File: config.mk
export PLATFORM = sky130hd
export DESIGN_NAME = npu_inst_sequencer
export DESIGN_NICKNAME = d
export VERILOG_FILES = /design/src/rtl/npu_inst_sequencer.sv
export SDC_FILE = /design/constraint.sdc
export NUM_CORES = 1
export LEC_CHECK = 0
export CAP_MARGIN = 0
export CELL_PAD_IN_SITES_DETAIL_PLACEMENT = 1
export CELL_PAD_IN_SITES_GLOBAL_PLACEMENT = 2
export CORE_MARGIN = 4
export CORE_UTILIZATION = 22
export DETAILED_ROUTE_END_ITERATION = 6
export MAX_ROUTING_LAYER = met4
export PLACE_DENSITY_LB_ADDON = 0.1
export SLEW_MARGIN = 0
export SYNTH_ARGS = -nofsm -noshare
export SYNTH_HDL_FRONTEND = slang
export SYNTH_SLANG_ARGS = --single-unit
File: constraint.sdc
create_clock -name clk -period 2.5 [get_ports clk]
set_input_delay 0.375 -clock clk [delete_from_list [all_inputs] [get_ports clk]]
set_output_delay 0.375 -clock clk [all_outputs]
set_load 0.01 [all_outputs]
File: src/rtl/npu_inst_sequencer.sv
// NPU program sequencer: fetches 128-bit instructions from on-chip SRAM, dispatches commands to
// the compute engine over valid/ready and posts a completion status byte for software to poll.
module npu_inst_sequencer #(
  parameter int unsigned INST_AW   = 9,
  parameter int unsigned INST_DW   = 128,
  parameter int unsigned DONE_AW   = 9,
  parameter int unsigned DONE_ADDR = 0,
  parameter int unsigned RD_LAT    = 1
) (
  input  logic               clk,
  input  logic               reset,
  input  logic               start,
  input  logic [INST_AW-1:0] start_pc,
  output logic               busy,
  output logic               err,
  output logic [15:0]        inst_count,
  output logic [INST_AW-1:0] inst_address,
  output logic               inst_chipselect,
  output logic               inst_clken,
  output logic               inst_write,
  input  logic [INST_DW-1:0] inst_readdata,
  output logic               cmd_valid,
  input  logic               cmd_ready,
  output logic [7:0]         cmd_opcode,
  output logic [INST_DW-9:0] cmd_payload,
  output logic [DONE_AW-1:0] done_address,
  output logic               done_chipselect,
  output logic               done_clken,
  output logic               done_write,
  output logic [7:0]         done_writedata
);

  typedef enum logic [2:0] {
    StIdle,
    StClear,
    StFetch,
    StWait,
    StDecode,
    StIssue,
    StPost
  } state_e;

  localparam logic [INST_AW-1:0] PcMax   = '1;
  localparam logic [7:0]         OpHalt  = 8'h00;
  localparam logic [7:0]         OpNop   = 8'hFF;
  localparam logic [7:0]         StatRun = 8'h00;
  localparam logic [7:0]         StatOk  = 8'h01;
  localparam logic [7:0]         StatOvr = 8'h02;

  state_e               state_q, state_d;
  logic [INST_AW-1:0]   pc_q, pc_d;
  logic                 busy_q, busy_d;
  logic                 err_q, err_d;
  logic [15:0]          count_q, count_d;
  logic                 inst_cs_q, inst_cs_d;
  logic                 cmd_valid_q, cmd_valid_d;
  logic [7:0]           opcode_q, opcode_d;
  logic [INST_DW-9:0]   payload_q, payload_d;
  logic                 done_cs_q, done_cs_d;
  logic [7:0]           status_q, status_d;

  logic [7:0]           rd_opcode;
  logic                 pc_at_max;

  assign rd_opcode = inst_readdata[INST_DW-1 -: 8];
  assign pc_at_max = (pc_q == PcMax);

  always_comb begin
    state_d     = state_q;
    pc_d        = pc_q;
    busy_d      = busy_q;
    err_d       = err_q;
    count_d     = count_q;
    cmd_valid_d = cmd_valid_q;
    opcode_d    = opcode_q;
    payload_d   = payload_q;
    status_d    = status_q;
    // Chip selects are single-cycle strobes aligned with the state that owns them.
    inst_cs_d   = 1'b0;
    done_cs_d   = 1'b0;

    unique case (state_q)
      StIdle: begin
        if (start) begin
          state_d   = StClear;
          pc_d      = start_pc;
          count_d   = 16'd0;
          err_d     = 1'b0;
          busy_d    = 1'b1;
          done_cs_d = 1'b1;
          status_d  = StatRun;
        end
      end
      StClear: begin
        state_d   = StFetch;
        inst_cs_d = 1'b1;
      end
      StFetch: begin
        state_d = (RD_LAT == 2) ? StWait : StDecode;
      end
      StWait: begin
        state_d = StDecode;
      end
      StDecode: begin
        opcode_d  = rd_opcode;
        payload_d = inst_readdata[INST_DW-9:0];
        if (rd_opcode == OpHalt) begin
          state_d   = StPost;
          done_cs_d = 1'b1;
          status_d  = StatOk;
        end else if (rd_opcode == OpNop) begin
          if (pc_at_max) begin
            state_d   = StPost;
            err_d     = 1'b1;
            done_cs_d = 1'b1;
            status_d  = StatOvr;
          end else begin
            state_d   = StFetch;
            pc_d      = pc_q + INST_AW'(1);
            inst_cs_d = 1'b1;
          end
        end else begin
          state_d     = StIssue;
          cmd_valid_d = 1'b1;
        end
      end
      StIssue: begin
        if (cmd_ready) begin
          cmd_valid_d = 1'b0;
          if (count_q != 16'hFFFF) begin
            count_d = count_q + 16'd1;
          end
          // The last SRAM word is a dead end: flag overrun rather than wrap to address 0.
          if (pc_at_max) begin
            state_d   = StPost;
            err_d     = 1'b1;
            done_cs_d = 1'b1;
            status_d  = StatOvr;
          end else begin
            state_d   = StFetch;
            pc_d      = pc_q + INST_AW'(1);
            inst_cs_d = 1'b1;
          end
        end
      end
      StPost: begin
        state_d = StIdle;
        busy_d  = 1'b0;
      end
      default: begin
        state_d = StIdle;
      end
    endcase
  end

  always_ff @(posedge clk) begin
    if (reset) begin
      state_q     <= StIdle;
      pc_q        <= '0;
      busy_q      <= 1'b0;
      err_q       <= 1'b0;
      count_q     <= 16'd0;
      inst_cs_q   <= 1'b0;
      cmd_valid_q <= 1'b0;
      opcode_q    <= 8'd0;
      payload_q   <= '0;
      done_cs_q   <= 1'b0;
      status_q    <= 8'd0;
    end else begin
      state_q     <= state_d;
      pc_q        <= pc_d;
      busy_q      <= busy_d;
      err_q       <= err_d;
      count_q     <= count_d;
      inst_cs_q   <= inst_cs_d;
      cmd_valid_q <= cmd_valid_d;
      opcode_q    <= opcode_d;
      payload_q   <= payload_d;
      done_cs_q   <= done_cs_d;
      status_q    <= status_d;
    end
  end

  assign busy            = busy_q;
  assign err             = err_q;
  assign inst_count      = count_q;
  assign inst_address    = pc_q;
  assign inst_chipselect = inst_cs_q;
  assign inst_clken      = 1'b1;
  assign inst_write      = 1'b0;
  assign cmd_valid       = cmd_valid_q;
  assign cmd_opcode      = opcode_q;
  assign cmd_payload     = payload_q;
  assign done_address    = DONE_AW'(DONE_ADDR);
  assign done_chipselect = done_cs_q;
  assign done_clken      = 1'b1;
  assign done_write      = done_cs_q;
  assign done_writedata  = status_q;

endmodule

==> qor.csv <==
stage;metric;value;unit
setup_path;worstPathArrival;2.59;ns
pwr;internal_power;4.891;mW
clocking;cts_tree;done;
global_routing;grt_pass1_vias;6853;
clocking;clk_latency;0.43;ns
die;top_level_i_o_count;320;
die;die_area;33750;sq um
synth;synth.yosys.seq_area_share;0.4981;
die;start_util;0.2226;
placement;finalWeightedCongestion;0.7334;
global_routing;global_route.overflow_total;0;
placement;placement.setup.worst_slack;0.2023;ns
clocking;cts-root-to-sink-buffers;2;
sta;worst_clock_skew;0.01465;ns
die;placeableCoreArea;30510;sq um
synth;synth_top_cells_by_area;sky130_fd_sc_hd__dfxtp_1 (50%), sky130_fd_sc_hd__nand2_1 (16%), sky130_fd_sc_hd__a21oi_1 (11%);
synth;fraction_of_post_synthesis_cell_area_in_the_top_cell_type_by_area;0.4981;
die;fp.dieW;183.7;um
sta;finalSetupViolCount;0;
layout;nNetsFinal;1272;
sta;maxSlewViolCount;0;
pwr;comb_power_share;0.207;
sta;period_share;0.9023;
placement;post-dp-hpwl;19290;um
detailed_routing;drt_wl_total;26950;um
sta;period_needed;2.256;ns
setup_path;cpPeakStageDelay;0.41;ns
outcome;outcome;finished clean;
pwr;sw_power;2.113;mW
run;max_cap_viol_count;0;
placement;port_buffers;307;
pwr;sw_share;0.3017;
synth;synth_seq_cells;169;
sta;timing_worst_slew_pin_value;0.7903;ns
clocking;cts_hold_repair.buffers;0;
sta;clock.fmax;0.4433;GHz
clocking;tritoncts_num_sinks;169;
setup_path;worst-path-max-fanout;7;
setup_path;crit_path_cell_trace;ha_1 -> nand3_1 -> nor2_1 -> and3_1 -> ha_1 -> and2_1 -> nor3_1 -> a311oi_1;
synth;synth-main-ff-cell;sky130_fd_sc_hd__dfxtp_1;
setup_path;critPathCaptureType;flip-flop;
clocking;cts-buffers-inserted;17;
die;die_height;183.7;um
setup_path;crit_buf_inv;0;
setup_path;critPathMostFrequentCell;sky130_fd_sc_hd__ha_1;
pwr;sequentialPowerShare;0.428;
setup_path;path_class;flip-flop to flip-flop;
pwr;power_density;649.0;nW/um^2
detailed_routing;route.antenna.remaining_nets;0;
clocking;htree_num_levels;4;
layout;finalInstanceArea;10790;sq um
pwr;clkPwrFrac;0.365;
clocking;cts_setup_buffers;0;
sta;final_critical_path_setup_slack;0.2444;ns
layout;area_added_between_synthesis_and_finish;58.89;%
synth;synth_cells;844;
pwr;ir_drop;0.0003737;V
sta;setup_repair_after_global_routing_missed_its_margin;false;
synth;synth.lib_cells_used.distinct;65;
clocking;cts_root_buffer;sky130_fd_sc_hd__clkbuf_16;
detailed_routing;detail_route.first_pass.iterations;4;
global_routing;grt_antenna_before_repair;2;
clocking;clk_pin_slew;0.06;ns
detailed_routing;via_density_per_instance;4.448;
setup_path;start_kind;flip-flop;
synth;ys_async_sr_fraction;0;
layout;share_of_layout_cells_above_drive_strength_1;0.05877;
die;floorplan.rows;64;
placement;placed_cell_area;10250;sq um
synth;synth.largest_area_cell;sky130_fd_sc_hd__dfxtp_1;
detailed_routing;vias;6841;
setup_path;cp_slowest_cell;sky130_fd_sc_hd__dfxtp_1;
sta;slew_headroom;0.4731;
setup_path;worst-endpoint-required;2.83;ns
synth;avgSynthCellArea;8.048;sq um
setup_path;critical-path-top-delay-family;simple AND/OR/NAND/NOR gates;
detailed_routing;initialDrtViolationCount;270;
sta;final_hold_violation_count;0;
layout;util_after_layout;0.3538;
pwr;leakage;3.537;nW
clocking;cts.repair.resized;0;
global_routing;grt_start_max_net_pins;85;
sta;fin_setup_tns;0;ns
global_routing;grt_first_pass_wirelength;40640;um
pwr;p_total;7.004;mW
detailed_routing;drt_drc_violations_left;0;
min_path;min_path_type;input port to flip-flop;
synth;ys.warnings.count;0;
detailed_routing;wire_per_inst;17.52;um
synth;synth-edff-count;0;
global_routing;global_route.usage.total;0.1578;
synth;syn_area;6793;sq um
## through the flow
step / hold WS, ns / instances
after floorplan: 0.4720 / 854
after global placement: 0.4411 / 1505
after detailed placement: 0.4478 / 1505
after CTS: 0.3562 / 1536
after global routing: 0.3887 / 1538
final: 0.3691 / 1538
## flip-flops by register name, summed over array words and instances (netlist names)
name / flops
cmd_payload: 120
inst_count: 16
inst_address: 9
cmd_opcode: 8
done_writedata: 8
state_q: 3
busy: 1
cmd_valid: 1
done_chipselect: 1
err: 1
inst_chipselect: 1
## layout make-up
cell class,count,area (sq um)
fill,3574,19720
timing repair buffer,326,3263
clock inverter,14,115.1
tap,396,495.5
clock buffer,17,425.4
multi-input combinational,606,3075
inverter,8,30.03
antenna,2,5.005
sequential,169,3383
## routing by layer
metal	up-vias	routed length, um	GRT usage
li1	3419	-	-
met1	3201	11970	0.1968
met2	205	12080	0.2381
met3	16	2640	0.06806
met4	0	259	0.03579
met5	-	0	-
## cells in the mapped netlist (7+ instances only)
| cell type | count |
|---|---|
| sky130_fd_sc_hd__nor2_1 | 9 |
| sky130_fd_sc_hd__nand2b_1 | 13 |
| sky130_fd_sc_hd__buf_2 | 19 |
| sky130_fd_sc_hd__dfxtp_1 | 169 |
| sky130_fd_sc_hd__clkbuf_1 | 35 |
| sky130_fd_sc_hd__o21ai_0 | 8 |
| sky130_fd_sc_hd__inv_1 | 7 |
| sky130_fd_sc_hd__nor3b_1 | 8 |
| sky130_fd_sc_hd__nand2_1 | 281 |
| sky130_fd_sc_hd__a21oi_1 | 147 |
| sky130_fd_sc_hd__mux2i_1 | 7 |
| sky130_fd_sc_hd__nor4_1 | 10 |
| sky130_fd_sc_hd__buf_4 | 16 |
## logic make-up (layout without fill, tap and decap cells)
family	count (synthesis)	count (layout)	share of synthesized area
adder cells (fa/ha/maj)	3	3	0.005526
multiplexers	7	7	0.01032
flip-flops	169	169	0.4981
AND/OR/NAND/NOR	377	377	0.2505
buffers and inverters	79	365	0.05600
AO/OA/AOI/OAI	207	207	0.1785
other	2	14	0.001106
## cells in the final DEF, fill, tap and decap left out, types with 5 or more instances in the layout
cell type,Yosys,routed
sky130_fd_sc_hd__buf_4,16,16
sky130_fd_sc_hd__conb_1,2,12
sky130_fd_sc_hd__nor2_1,9,9
sky130_fd_sc_hd__nor4_1,10,10
sky130_fd_sc_hd__inv_1,7,7
sky130_fd_sc_hd__dfxtp_1,169,169
sky130_fd_sc_hd__a21oi_1,147,147
sky130_fd_sc_hd__or4_1,6,6
sky130_fd_sc_hd__clkdlybuf4s50_1,0,306
sky130_fd_sc_hd__inv_6,0,6
sky130_fd_sc_hd__nand2_1,281,281
sky130_fd_sc_hd__nor3_1,5,5
sky130_fd_sc_hd__o21ai_0,8,8
sky130_fd_sc_hd__nand3_1,6,6
sky130_fd_sc_hd__nand2b_1,13,13
sky130_fd_sc_hd__o32ai_1,6,6
sky130_fd_sc_hd__mux2i_1,7,7
sky130_fd_sc_hd__a211oi_1,5,5
sky130_fd_sc_hd__a31oi_1,5,5
sky130_fd_sc_hd__nand4_1,5,5
sky130_fd_sc_hd__or3_1,6,6
sky130_fd_sc_hd__clkbuf_16,0,17
sky130_fd_sc_hd__nor3b_1,8,8
## path summary, 6_finish.rpt
check | from | cells past startpoint | slack (ns) | endpoint
max | inst_address[0]$_SDFFE_PP0P_ | 8 | 0.24 | inst_address[0]$_SDFFE_PP0P_
min | reset | 2 | 0.37 | busy$_SDFFE_PP0P_
max reg2reg | inst_address[0]$_SDFFE_PP0P_ | 8 | 0.24 | inst_address[0]$_SDFFE_PP0P_
min reg2reg | cmd_payload[51]$_SDFFE_PP0P_ | 2 | 0.45 | cmd_payload[51]$_SDFFE_PP0P_
## worst reg2reg max path, stage by stage (launching register included)
cell and delay, ns:
sky130_fd_sc_hd__dfxtp_1 0.41, sky130_fd_sc_hd__ha_1 0.23, sky130_fd_sc_hd__nand3_1 0.18, sky130_fd_sc_hd__nor2_1 0.18, sky130_fd_sc_hd__and3_1 0.17, sky130_fd_sc_hd__ha_1 0.29, sky130_fd_sc_hd__and2_1 0.31, sky130_fd_sc_hd__nor3_1 0.13
sky130_fd_sc_hd__a311oi_1 0.27
## power groups by stage
stage               Clock (mW)  Sequential (mW)  Combinational, mW
global placement             0             3.06               1.48
CTS                       2.67             3.00               1.48
finish                    2.55             3.00               1.45
global route              2.78             3.03               1.59
floorplan                    0             3.10              0.621
detailed placement           0             3.06               1.47
(Power assumes the default switching activity.)
